===== config.mk =====
export PLATFORM = sky130hd
export DESIGN_NAME = mac_pipe_sat
export DESIGN_NICKNAME = d
export VERILOG_FILES = /design/src/rtl/mac_pipe_sat.sv
export SDC_FILE = /design/constraint.sdc
export NUM_CORES = 1
export LEC_CHECK = 0
export CAP_MARGIN = 20
export CORE_UTILIZATION = 27
export CTS_CLUSTER_SIZE = 10
export DETAILED_ROUTE_END_ITERATION = 16
export GPL_ROUTABILITY_DRIVEN = 0
export SYNTH_ARGS = -nofsm -noshare
export SYNTH_HDL_FRONTEND = slang
export SYNTH_SLANG_ARGS = --single-unit

===== constraint.sdc =====
create_clock -name clk -period 10.2 [get_ports clk]
set_input_delay 1.53 -clock clk [delete_from_list [all_inputs] [get_ports clk]]
set_output_delay 1.53 -clock clk [all_outputs]
set_load 0.05 [all_outputs]

===== src/rtl/mac_pipe_sat.sv =====
// Pipelined signed multiply-accumulate: f <= f + a*b per valid sample, with an optional product
// register stage, in-band clear, saturate-or-wrap overflow handling and a sticky overflow flag.
module mac_pipe_sat #(
  parameter int A_WIDTH   = 8,
  parameter int F_WIDTH   = 20,
  parameter int PIPELINED = 1,
  parameter int SATURATE  = 1
) (
  input  logic                      clk,
  input  logic                      reset,
  input  logic signed [A_WIDTH-1:0] a,
  input  logic signed [A_WIDTH-1:0] b,
  input  logic                      valid_in,
  input  logic                      clear_acc,
  output logic signed [F_WIDTH-1:0] f,
  output logic                      valid_out,
  output logic                      overflow
);

  localparam int P_WIDTH = 2 * A_WIDTH;
  localparam int S_WIDTH = F_WIDTH + 1;
  localparam logic signed [F_WIDTH-1:0] F_MAX = {1'b0, {(F_WIDTH-1){1'b1}}};
  localparam logic signed [F_WIDTH-1:0] F_MIN = {1'b1, {(F_WIDTH-1){1'b0}}};

  // Stage 0: input capture; data registers only move on a valid sample
  logic signed [A_WIDTH-1:0] r_a;
  logic signed [A_WIDTH-1:0] r_b;
  logic                      r_clr0;
  logic                      r_v0;

  always_ff @(posedge clk) begin
    if (reset) begin
      r_a    <= '0;
      r_b    <= '0;
      r_clr0 <= 1'b0;
      r_v0   <= 1'b0;
    end else begin
      r_v0 <= valid_in;
      if (valid_in) begin
        r_a    <= a;
        r_b    <= b;
        r_clr0 <= clear_acc;
      end
    end
  end

  logic signed [P_WIDTH-1:0] w_a_ext;
  logic signed [P_WIDTH-1:0] w_b_ext;
  logic signed [P_WIDTH-1:0] w_mult;

  assign w_a_ext = P_WIDTH'(r_a);
  assign w_b_ext = P_WIDTH'(r_b);
  assign w_mult  = w_a_ext * w_b_ext;

  // Product seen by the accumulate stage, together with its clear tag and valid bit
  logic signed [P_WIDTH-1:0] w_prod;
  logic                      w_clr;
  logic                      w_v;

  generate
    if (PIPELINED != 0) begin : g_prod_reg
      logic signed [P_WIDTH-1:0] r_prod;
      logic                      r_clr1;
      logic                      r_v1;

      always_ff @(posedge clk) begin
        if (reset) begin
          r_prod <= '0;
          r_clr1 <= 1'b0;
          r_v1   <= 1'b0;
        end else begin
          r_v1 <= r_v0;
          if (r_v0) begin
            r_prod <= w_mult;
            r_clr1 <= r_clr0;
          end
        end
      end

      assign w_prod = r_prod;
      assign w_clr  = r_clr1;
      assign w_v    = r_v1;
    end else begin : g_prod_comb
      assign w_prod = w_mult;
      assign w_clr  = r_clr0;
      assign w_v    = r_v0;
    end
  endgenerate

  // One guard bit is enough: |prod| <= 2^(F_WIDTH-2) by the width rule
  logic signed [S_WIDTH-1:0] w_f_ext;
  logic signed [S_WIDTH-1:0] w_prod_ext;
  logic signed [S_WIDTH-1:0] w_sum;
  logic signed [F_WIDTH-1:0] w_prod_f;
  logic signed [F_WIDTH-1:0] w_sum_trunc;
  logic                      w_ovf_pos;
  logic                      w_ovf_neg;
  logic signed [F_WIDTH-1:0] w_hi_val;
  logic signed [F_WIDTH-1:0] w_lo_val;

  assign w_f_ext     = S_WIDTH'(f);
  assign w_prod_ext  = S_WIDTH'(w_prod);
  assign w_sum       = w_f_ext + w_prod_ext;
  assign w_prod_f    = F_WIDTH'(w_prod);
  assign w_sum_trunc = w_sum[F_WIDTH-1:0];
  assign w_ovf_pos   = ~w_sum[F_WIDTH] &  w_sum[F_WIDTH-1];
  assign w_ovf_neg   =  w_sum[F_WIDTH] & ~w_sum[F_WIDTH-1];
  assign w_hi_val    = (SATURATE != 0) ? F_MAX : w_sum_trunc;
  assign w_lo_val    = (SATURATE != 0) ? F_MIN : w_sum_trunc;

  always_ff @(posedge clk) begin
    if (reset) begin
      f         <= '0;
      valid_out <= 1'b0;
      overflow  <= 1'b0;
    end else begin
      valid_out <= w_v;
      if (w_v) begin
        if (w_clr) begin
          f        <= w_prod_f;
          overflow <= 1'b0;
        end else if (w_ovf_pos) begin
          f        <= w_hi_val;
          overflow <= 1'b1;
        end else if (w_ovf_neg) begin
          f        <= w_lo_val;
          overflow <= 1'b1;
        end else begin
          f <= w_sum_trunc;
        end
      end
    end
  end

endmodule


==> qor.csv, run 1 <==
metric,value,unit
"FFs w/ async S/R, synth",0,%
DR vias/cell,4.66,
fin nets,819,
skew final,0.0101,ns
synthesized area,5850,µm²
DP HPWL,10.3,mm
worst hold-check path type,register to register,
Layout Cells excl Fill,974,
width of the die,149,µm
Worst-Margin Slew,1.04,ns
total track usage,12.8,%
multi-input logic area,4200,µm²
Syn. warnings,0,
Sequential cell area,1160,µm²
Filler cells,2191,
RSZ-0062 raised after global routing,no,
critical path peak fanout,7,
most area-consuming cells after synthesis,"dfxtp_1, fa_1, ha_1",
layout cells sized above 1,5.58,%
status,"finished, final reports clean",
CTS tree,built,
Slew headroom,30.2,%
synthesized instance count,663,
largest net degree at the start of global routing,53,
Tcrit/Tclk final,45.3,%
kind of end point of the critical path,register,
initial antenna violation count,0,
peak supply drop,70.2,µV
count of buffers from port buffering,41,
placement row count,53,
Setup CP Type,register to register,
# clock sinks,58,
Routed WL per cell,13.5,µm
Final TNS setup,0,ns
#FFs+latches synth,58,
Die Span Y,149,µm
Starting Density,27.7,%
number of global-route vias before repair,4485,
CTS Root Cell,clkbuf_16,
Post-synth EDFFs,0,
fin crit period,4.62,ns
Max Cap Viol,0,
crit path launch type,register,
H-tree lvl count,3,
number of diodes,0,
first-pass GRT wire length,22.6,mm
Detail Route Antenna Nets,0,
die area,22300,µm²
Ports,42,
hold_buf cts,0,
Final Hold Fails,0,
power density cells,115,nW/µm²
clk_lat worst skew,0.34,ns
syn nets,788,
"Top FF cell, synth",dfxtp_1,
number of max-slew violations in the final report,0,
first-iteration detailed-routing DRC count,221,
CORE AREA,21200,µm²
Worst-path clk slew,0.05,ns
clk buf depth,2,
drt total wl,13.1,mm
placed instance count,958,
grt ovf,0,
Mean Syn Cell Area,8.83,µm²
number of CTS-inserted buffers,9,
WP data required,10.45,ns
Leak,2.91,nW
post-CTS resize count,0,
Critical Path AT,4.86,ns
Max Fclk,217,MHz
Pre-antenna DRT Iters,4,
post-CTS setup buffers,0,
area share of the largest cell type after synthesis,19.8,%
via count,4538,
Final setup viols,0,
count of cell types in the netlist,73,
largest area contributor in the netlist,dfxtp_1,
"Seq/Total Area, Yosys",19.8,%
DRC errors left,0,
area delta synth->final,16.4,%
==> flip-flops by register name, summed over array words and instances (netlist names) <==
| register | count |
|---|---|
| r_a | 8 |
| g_prod_reg.r_clr1 | 1 |
| r_b | 8 |
| valid_out | 1 |
| g_prod_reg.r_v1 | 1 |
| r_clr0 | 1 |
| f | 20 |
| g_prod_reg.r_prod | 16 |
| overflow | 1 |
| r_v0 | 1 |
==> worst max-delay path, cell delays in order, from the launching register on <==
cell      delay, ns
dfxtp_1        0.49
inv_1          0.15
nor2_1         0.18
fa_1           0.44
fa_1           0.52
fa_1           0.55
inv_1          0.05
fa_1           0.52
inv_1          0.04
ha_1           0.32
o21a_1         0.12
o21ai_0        0.13
a21oi_1        0.08
o41ai_1        0.43
o21a_1         0.22
xnor2_1        0.07
a211oi_1       0.22
==> cell usage after synthesis (4+ instances only) <==
master,n
maj3_1,6
a21o_1,5
nor2_1,59
a32oi_1,6
nand2_1,40
o21a_1,4
clkbuf_1,13
nor2b_1,6
o22ai_1,5
inv_1,92
nand2b_1,12
nand3_1,5
a21oi_1,40
o21ai_0,29
fa_1,56
dfxtp_1,58
a211oi_1,8
mux2i_1,31
ha_1,49
xor2_1,6
nor3_1,6
and2_1,36
xnor2_1,22
==> power breakdown <==
part	internal, W	switching (W)
logic	0.0000815	0.000103
registers	0.000239	0.0000199
clock network	0.000227	0.000111
total	0.000547	0.000234
==> cells by family after synthesis <==
logic type	count (synthesis)	synth area share (%)
fa+ha+maj	113	31.0
flops	58	19.8
mux	32	5.49
compound gates	129	14.6
simple gates	185	15.9
xor+xnor	30	4.74
buf+inv	116	8.36
==> layer usage <==
metal / GRT usage [%] / routed length [µm]
met1: 17.5 / 6410
met2: 20.5 / 6070
met4: 3.37 / 126
met5: 0 / 0
met3: 2.63 / 526
==> per-stage QoR <==
| stage | area (µm²) | setup slack, ns | utilization (%) | hold slack (ns) | power (W) |
|---|---|---|---|---|---|
| global placement | 6480 | 5.69 | 30.6 | 0.455 | 0.000448 |
| finish | 6810 | 5.58 | 32.2 | 0.462 | 0.000781 |
| CTS | 6810 | 5.55 | 32.2 | 0.463 | 0.000794 |
| floorplan | 5850 | 5.92 | - | 0.460 | 0.000404 |
| global route | 6810 | 5.25 | 32.2 | 0.517 | 0.000829 |
| detailed placement | 6480 | 5.56 | 30.6 | 0.456 | 0.000450 |
==> worst paths after layout <==
kind	startpoint	end	slack [ns]	cells past startpoint
min	f[19]	f[19]	0.46	2
min reg2reg	f[19]	f[19]	0.46	2
max	r_b[7]	g_prod_reg.r_prod[15]	5.58	16
max reg2reg	r_b[7]	g_prod_reg.r_prod[15]	5.58	16
==> area by class of cell <==
type / count / share of cell area [%]
clock inverters: 4 / 1.08
inverters: 92 / 5.07
repair buffers: 44 / 6.28
flip-flops and latches: 58 / 17.0
well taps: 275 / 5.05
clock buffers: 12 / 3.76
multi-input cells: 489 / 61.7
==> layout by cell type (no fill, tap or decap), types with 8 or more instances in the layout <==
master           count
inv_1               92
clkbuf_16            9
ha_1                49
nand2b_1            12
a211oi_1             8
xnor2_1             22
nor2_1              59
fa_1                56
nand2_1             40
clkdlybuf4s50_1     40
and2_1              36
a21oi_1             40
dfxtp_1             58
mux2i_1             31
o21ai_0             29
No activity file was read; power rests on OpenSTA's default activity.
==> inputs of run 2 (changes only) <==
clock period = 4 ns   (was 10.2 ns; I/O delays follow)
==> run 2 against run 1 <==
  * The flow now finishes with violations (setup timing)
  * Final cell count up 7.6%
  * Global-route usage up 1.3 points
  * Critical path depth up 2
  * Hold slack better by 0.0059 ns
  * Cell area up 13%
==> qor.csv, run 2 (synthesized netlist as in run 1, its figures left out) <==
metric,value,unit
status,finished with violations,
failing checks,setup timing,
Leak,3.33,nW
first-pass GRT wire length,24.6,mm
Combinational Power Share,27.9,%
Detail Route Antenna Nets,0,
fin crit period,4.10,ns
worst hold path depth,2,
Sequential cell area,1200,µm²
CORE AREA,21200,µm²
Net Sw Power,0.000687,W
first-iteration detailed-routing DRC count,213,
total track usage,14.1,%
Internal,0.00152,W
slowest CP cell,fa_2,
via count,4835,
width of the die,149,µm
placement row count,53,
Die Span Y,149,µm
max FFs per register,20,
grt ovf,0,
Worst R2R Start,r_b[3],
Routed WL per cell,14.0,µm
Pre-antenna DRT Iters,4,
critical path peak fanout,5,
CP cell instances,buf_6 > and2_4 > fa_2 > inv_2 > fa_1 > inv_2 > fa_1 > inv_1 > fa_2 > inv_2 > ha_4 > o21ai_4 > a21boi_2 > o21ai_2 > a21oi_2 > a21o_1 > a21oi_2 > nand3b_1,
power density cells,286,nW/µm²
DRC errors left,0,
flop2flop setup slack,-0.1,ns
fin nets,893,
"commonest cells after routing, fill and taps aside","inv_1, buf_4, nor2_1",
"most used cell, CP",inv_2,
worst hold-check path type,register to register,
Filler cells,2102,
RSZ-0062 raised after global routing,yes,
number of CTS-inserted buffers,9,
WHS Endpoint,f[19],
Setup CP Type,register to register,
Final TNS setup,-0.373,ns
count of buffers from port buffering,41,
CP peak stage delay,0.52,ns
Ports,42,
worst-case reg-to-reg path depth,18,
Critical Path AT,4.32,ns
Worst-Margin Slew,1.07,ns
area delta synth->final,31.9,%
drt total wl,14.7,mm
sequential cell fraction of total power,29.6,%
Sw Share,31.1,%
# clock sinks,58,
kind of end point of the critical path,register,
crit path launch type,register,
DP HPWL,11.3,mm
H-tree lvl count,3,
number of diodes,0,
Biggest register,f,
number of global-route vias before repair,4957,
CTS Root Cell,clkbuf_16,
setup ws final,-0.0955,ns
peak supply drop,225,µV
Worst-path clk slew,0.06,ns
multi-input logic area,4440,µm²
post-route core utilization,36.5,%
number of max-slew violations in the final report,0,
Max Cap Viol,0,
DR vias/cell,4.61,
WP data required,4.23,ns
layout cells sized above 1,23.4,%
Tcrit/Tclk final,102,%
HP Start,f[19],
clk buf depth,2,
Starting Density,27.7,%
Final setup viols,6,
Clock power frac,42.4,%
Slew headroom,28.5,%
reg2reg end,g_prod_reg.r_prod[14],
largest net degree at the start of global routing,46,
Top Registers,"f (20), g_prod_reg.r_prod (16)",
die area,22300,µm²
"commonest non-fill, non-tap cell in the layout",inv_1,
Final Hold Fails,0,
CTS tree,built,
skew final,0.00998,ns
Max Fclk,244,MHz
initial antenna violation count,0,
clk_lat worst skew,0.35,ns
## run 2: changes by cell type in the layout (fill, tap and decap cells not counted), moves of 6 or more
cell     change
and2_1       -7
and2_4       +7
buf_4       +64
buf_6        +8
dfxtp_1     -14
dfxtp_2      +7
dfxtp_4      +7
fa_1         -6
fa_2         +6
ha_1         -9
ha_4         +8
inv_1       -12
inv_2       +12
## run 2: power groups by stage
| stage | Clock (W) | Sequential [W] | Combinational (W) |
|---|---|---|---|
| final | 0.000938 | 0.000655 | 0.000618 |
| after global routing | 0.000977 | 0.000660 | 0.000685 |
| after CTS | 0.000961 | 0.000655 | 0.000600 |
| after detailed placement | 0 | 0.000671 | 0.000559 |
| after global placement | 0 | 0.000671 | 0.000553 |
| after floorplan | 0 | 0.000676 | 0.000370 |
## run 2: worst max path at each step
stage / slack (ns) / endpoint / startpoint
2_1_floorplan: -0.02 / g_prod_reg.r_prod[15] / r_a[5]
3_3_place_gp: -0.20 / g_prod_reg.r_prod[13] / r_b[5]
3_5_place_dp: -0.24 / g_prod_reg.r_prod[13] / r_a[4]
4_1_cts: -0.13 / g_prod_reg.r_prod[12] / r_b[3]
5_1_grt: -0.29 / g_prod_reg.r_prod[12] / r_b[2]
6_report: -0.1 / g_prod_reg.r_prod[14] / r_b[3]
## run 2: area by class of cell
class                      count  area share, %
tap                          275           4.46
timing repair buffer         118           13.5
inverter                      92           4.47
sequential                    58           15.5
clock buffer                   9           2.92
multi-input combinational    489           57.5
clock inverter                 7           1.62
## run 2: per-stage QoR
stage	worst slack [ns]	area, µm²	total power [W]	instances	hold slack (ns)
floorplan	-0.0192	5970	0.00105	663	0.460
global placement	-0.197	7020	0.00122	1017	0.457
detailed placement	-0.244	7020	0.00123	1017	0.455
CTS	-0.128	7600	0.00222	1045	0.467
global route	-0.295	7720	0.00232	1048	0.478
finish	-0.0955	7720	0.00221	1048	0.467
## run 2: worst max-delay path: cells and delay by family, from the launching register on
kind            cells  cell delay [ns]
fa+ha+maj           5             2.32
compound gates      6             0.74
flops               1             0.36
buf+inv             5             0.30
simple gates        2             0.27
## run 2: timing repair
| item | in CTS | in global routing |
|---|---|---|
| resized for setup | 45 | 18 |
| pin swaps | 26 | 23 |
| setup endpoints to repair | 5 | 7 |
| hold buffers | 0 | 0 |
| setup buffers | 12 | 2 |
| endpoints found under the hold margin | 0 | 0 |
## run 2: routing by layer
layer	GRT usage (%)	up-vias	routed length, µm
li1	-	2433	-
met1	17.8	2313	6700
met2	24.2	73	7280
met3	2.05	16	455
met4	5.00	0	230
met5	0	-	0
==> inputs of run 3 (changes only) <==
SKIP_CTS_REPAIR_TIMING = 1   (was not set)
==> run 3 against run 2 <==
  * The run still ends with setup timing left
  * Total power shrank 0.99%
  * Final cell count is 0.67% lower
  * Non-clock buffer count shrank 7
  * Via count is 0.27% lower
  * Largest power group unchanged
  * Critical path depth fell by 3
  * Global-route usage shrank 0.47 points
  * Utilization down 0.63 points
  * Hold slack lost 0.0022 ns
  * Count of clock-buffer cells in the layout did not move
  * Sequential share of layout area increased by 0.25 points
  * Wire length shrank 1.5%
  * Maximum frequency is 0.10% lower
==> qor.csv, run 3 (synthesized netlist as in run 1, its figures left out) <==
metric,value,unit
WP data required,4.26,ns
WHS Endpoint,f[19],
count of buffers from port buffering,41,
Leak,3.29,nW
peak supply drop,226,µV
Final TNS setup,-0.352,ns
die area,22300,µm²
Top Registers,"f (20), g_prod_reg.r_prod (16)",
clk_lat worst skew,0.35,ns
number of CTS-inserted buffers,9,
Max Cap Viol,0,
Routed WL per cell,13.9,µm
via count,4822,
Pre-antenna DRT Iters,5,
Worst-Margin Slew,1.09,ns
Combinational Power Share,27.1,%
DR vias/cell,4.63,
largest net degree at the start of global routing,46,
"commonest non-fill, non-tap cell in the layout",inv_1,
H-tree lvl count,3,
CTS Root Cell,clkbuf_16,
area delta synth->final,29.6,%
number of diodes,0,
fin crit period,4.10,ns
CTS tree,built,
failing checks,setup timing,
max FFs per register,20,
layout cells sized above 1,21.5,%
design area,7590,µm²
first-pass GRT wire length,23.8,mm
DRC errors left,0,
worst hold path depth,2,
post-route core utilization,35.9,%
Starting Density,27.7,%
Worst-path clk slew,0.06,ns
Critical Path AT,4.36,ns
Final setup viols,5,
Slew headroom,27.2,%
worst-case reg-to-reg path depth,15,
crit path launch type,register,
status,finished with violations,
"commonest cells after routing, fill and taps aside","inv_1, buf_4, nor2_1",
number of max-slew violations in the final report,0,
placement row count,53,
Ports,42,
Placed Instance Area,7020,µm²
setup ws final,-0.0997,ns
fin nets,886,
Setup CP Type,register to register,
dpl ws,-0.244,ns
initial antenna violation count,0,
number of global-route vias before repair,4828,
critical path peak fanout,8,
clk buf depth,2,
worst hold-check path type,register to register,
# clock sinks,58,
Layout Cells excl Fill,1041,
sequential cell fraction of total power,30.0,%
Final Hold Fails,0,
Detail Route Antenna Nets,0,
HP Start,f[19],
DP HPWL,11.3,mm
width of the die,149,µm
RSZ-0062 raised after global routing,yes,
kind of end point of the critical path,register,
Internal,0.00151,W
total track usage,13.6,%
CORE AREA,21200,µm²
placed instance count,1017,
flop2flop setup slack,-0.1,ns
Filler cells,2108,
Clock power frac,42.9,%
Die Span Y,149,µm
Net Sw Power,0.000681,W
Max Fclk,244,MHz
Tcrit/Tclk final,102,%
first-iteration detailed-routing DRC count,250,
power density cells,288,nW/µm²
drt total wl,14.5,mm
reg2reg end,g_prod_reg.r_prod[15],
grt ovf,0,
Biggest register,f,
Worst R2R Start,r_b[3],
Sw Share,31.1,%
skew final,0.0109,ns
-- run 3: final cells by class --
class	instances	area [µm²]	share of cell area [%]
multi-input combinational	489	4400	58.0
clock inverter	7	125	1.65
inverter	92	345	4.55
clock buffer	9	225	2.97
timing repair buffer	111	951	12.5
tap	275	344	4.53
sequential	58	1190	15.7
-- run 3: routing by layer --
| layer | wire [µm] | share of wire (%) | vias to the layer above | global-route usage, % |
|---|---|---|---|---|
| li1 | - | - | 2422 | - |
| met1 | 6660 | 46 | 2299 | 17.4 |
| met2 | 7060 | 49 | 85 | 23.1 |
| met3 | 496 | 3.4 | 16 | 2.05 |
| met4 | 235 | 1.6 | 0 | 5.00 |
| met5 | 0 | 0 | - | 0 |
-- run 3: worst max path at each step --
stage | to | cells past startpoint | from | slack (ns)
floorplan | g_prod_reg.r_prod[15] | 18 | r_a[5] | -0.02
global placement | g_prod_reg.r_prod[13] | 15 | r_b[5] | -0.20
detailed placement | g_prod_reg.r_prod[13] | 20 | r_a[4] | -0.24
CTS | g_prod_reg.r_prod[13] | 20 | r_a[4] | -0.25
global route | g_prod_reg.r_prod[12] | 17 | r_a[3] | -0.30
finish | g_prod_reg.r_prod[15] | 15 | r_b[3] | -0.1
-- run 3: power by group through the flow --
stage	Clock (W)	Sequential, W	Combinational (W)
after global placement	0	0.000671	0.000553
after CTS	0.000961	0.000658	0.000562
after floorplan	0	0.000676	0.000370
after detailed placement	0	0.000671	0.000559
final	0.000939	0.000657	0.000594
after global routing	0.000976	0.000662	0.000661
-- run 3: worst max-delay path, stage by stage (launching register included) --
cell      delay [ns]
dfxtp_4         0.37
and2_4          0.18
fa_2            0.59
inv_2           0.06
fa_1            0.52
inv_1           0.05
fa_1            0.52
inv_1           0.05
fa_1            0.51
inv_2           0.05
ha_4            0.15
buf_4           0.15
o41ai_4         0.34
o21a_1          0.19
xnor2_1         0.07
a211oi_1        0.22
-- run 3: stage by stage --
step / hold WS (ns) / power, W
2_1_floorplan: 0.460 / 0.00105
5_1_grt: 0.478 / 0.00230
3_5_place_dp: 0.455 / 0.00123
4_1_cts: 0.467 / 0.00218
3_3_place_gp: 0.457 / 0.00122
6_report: 0.465 / 0.00219
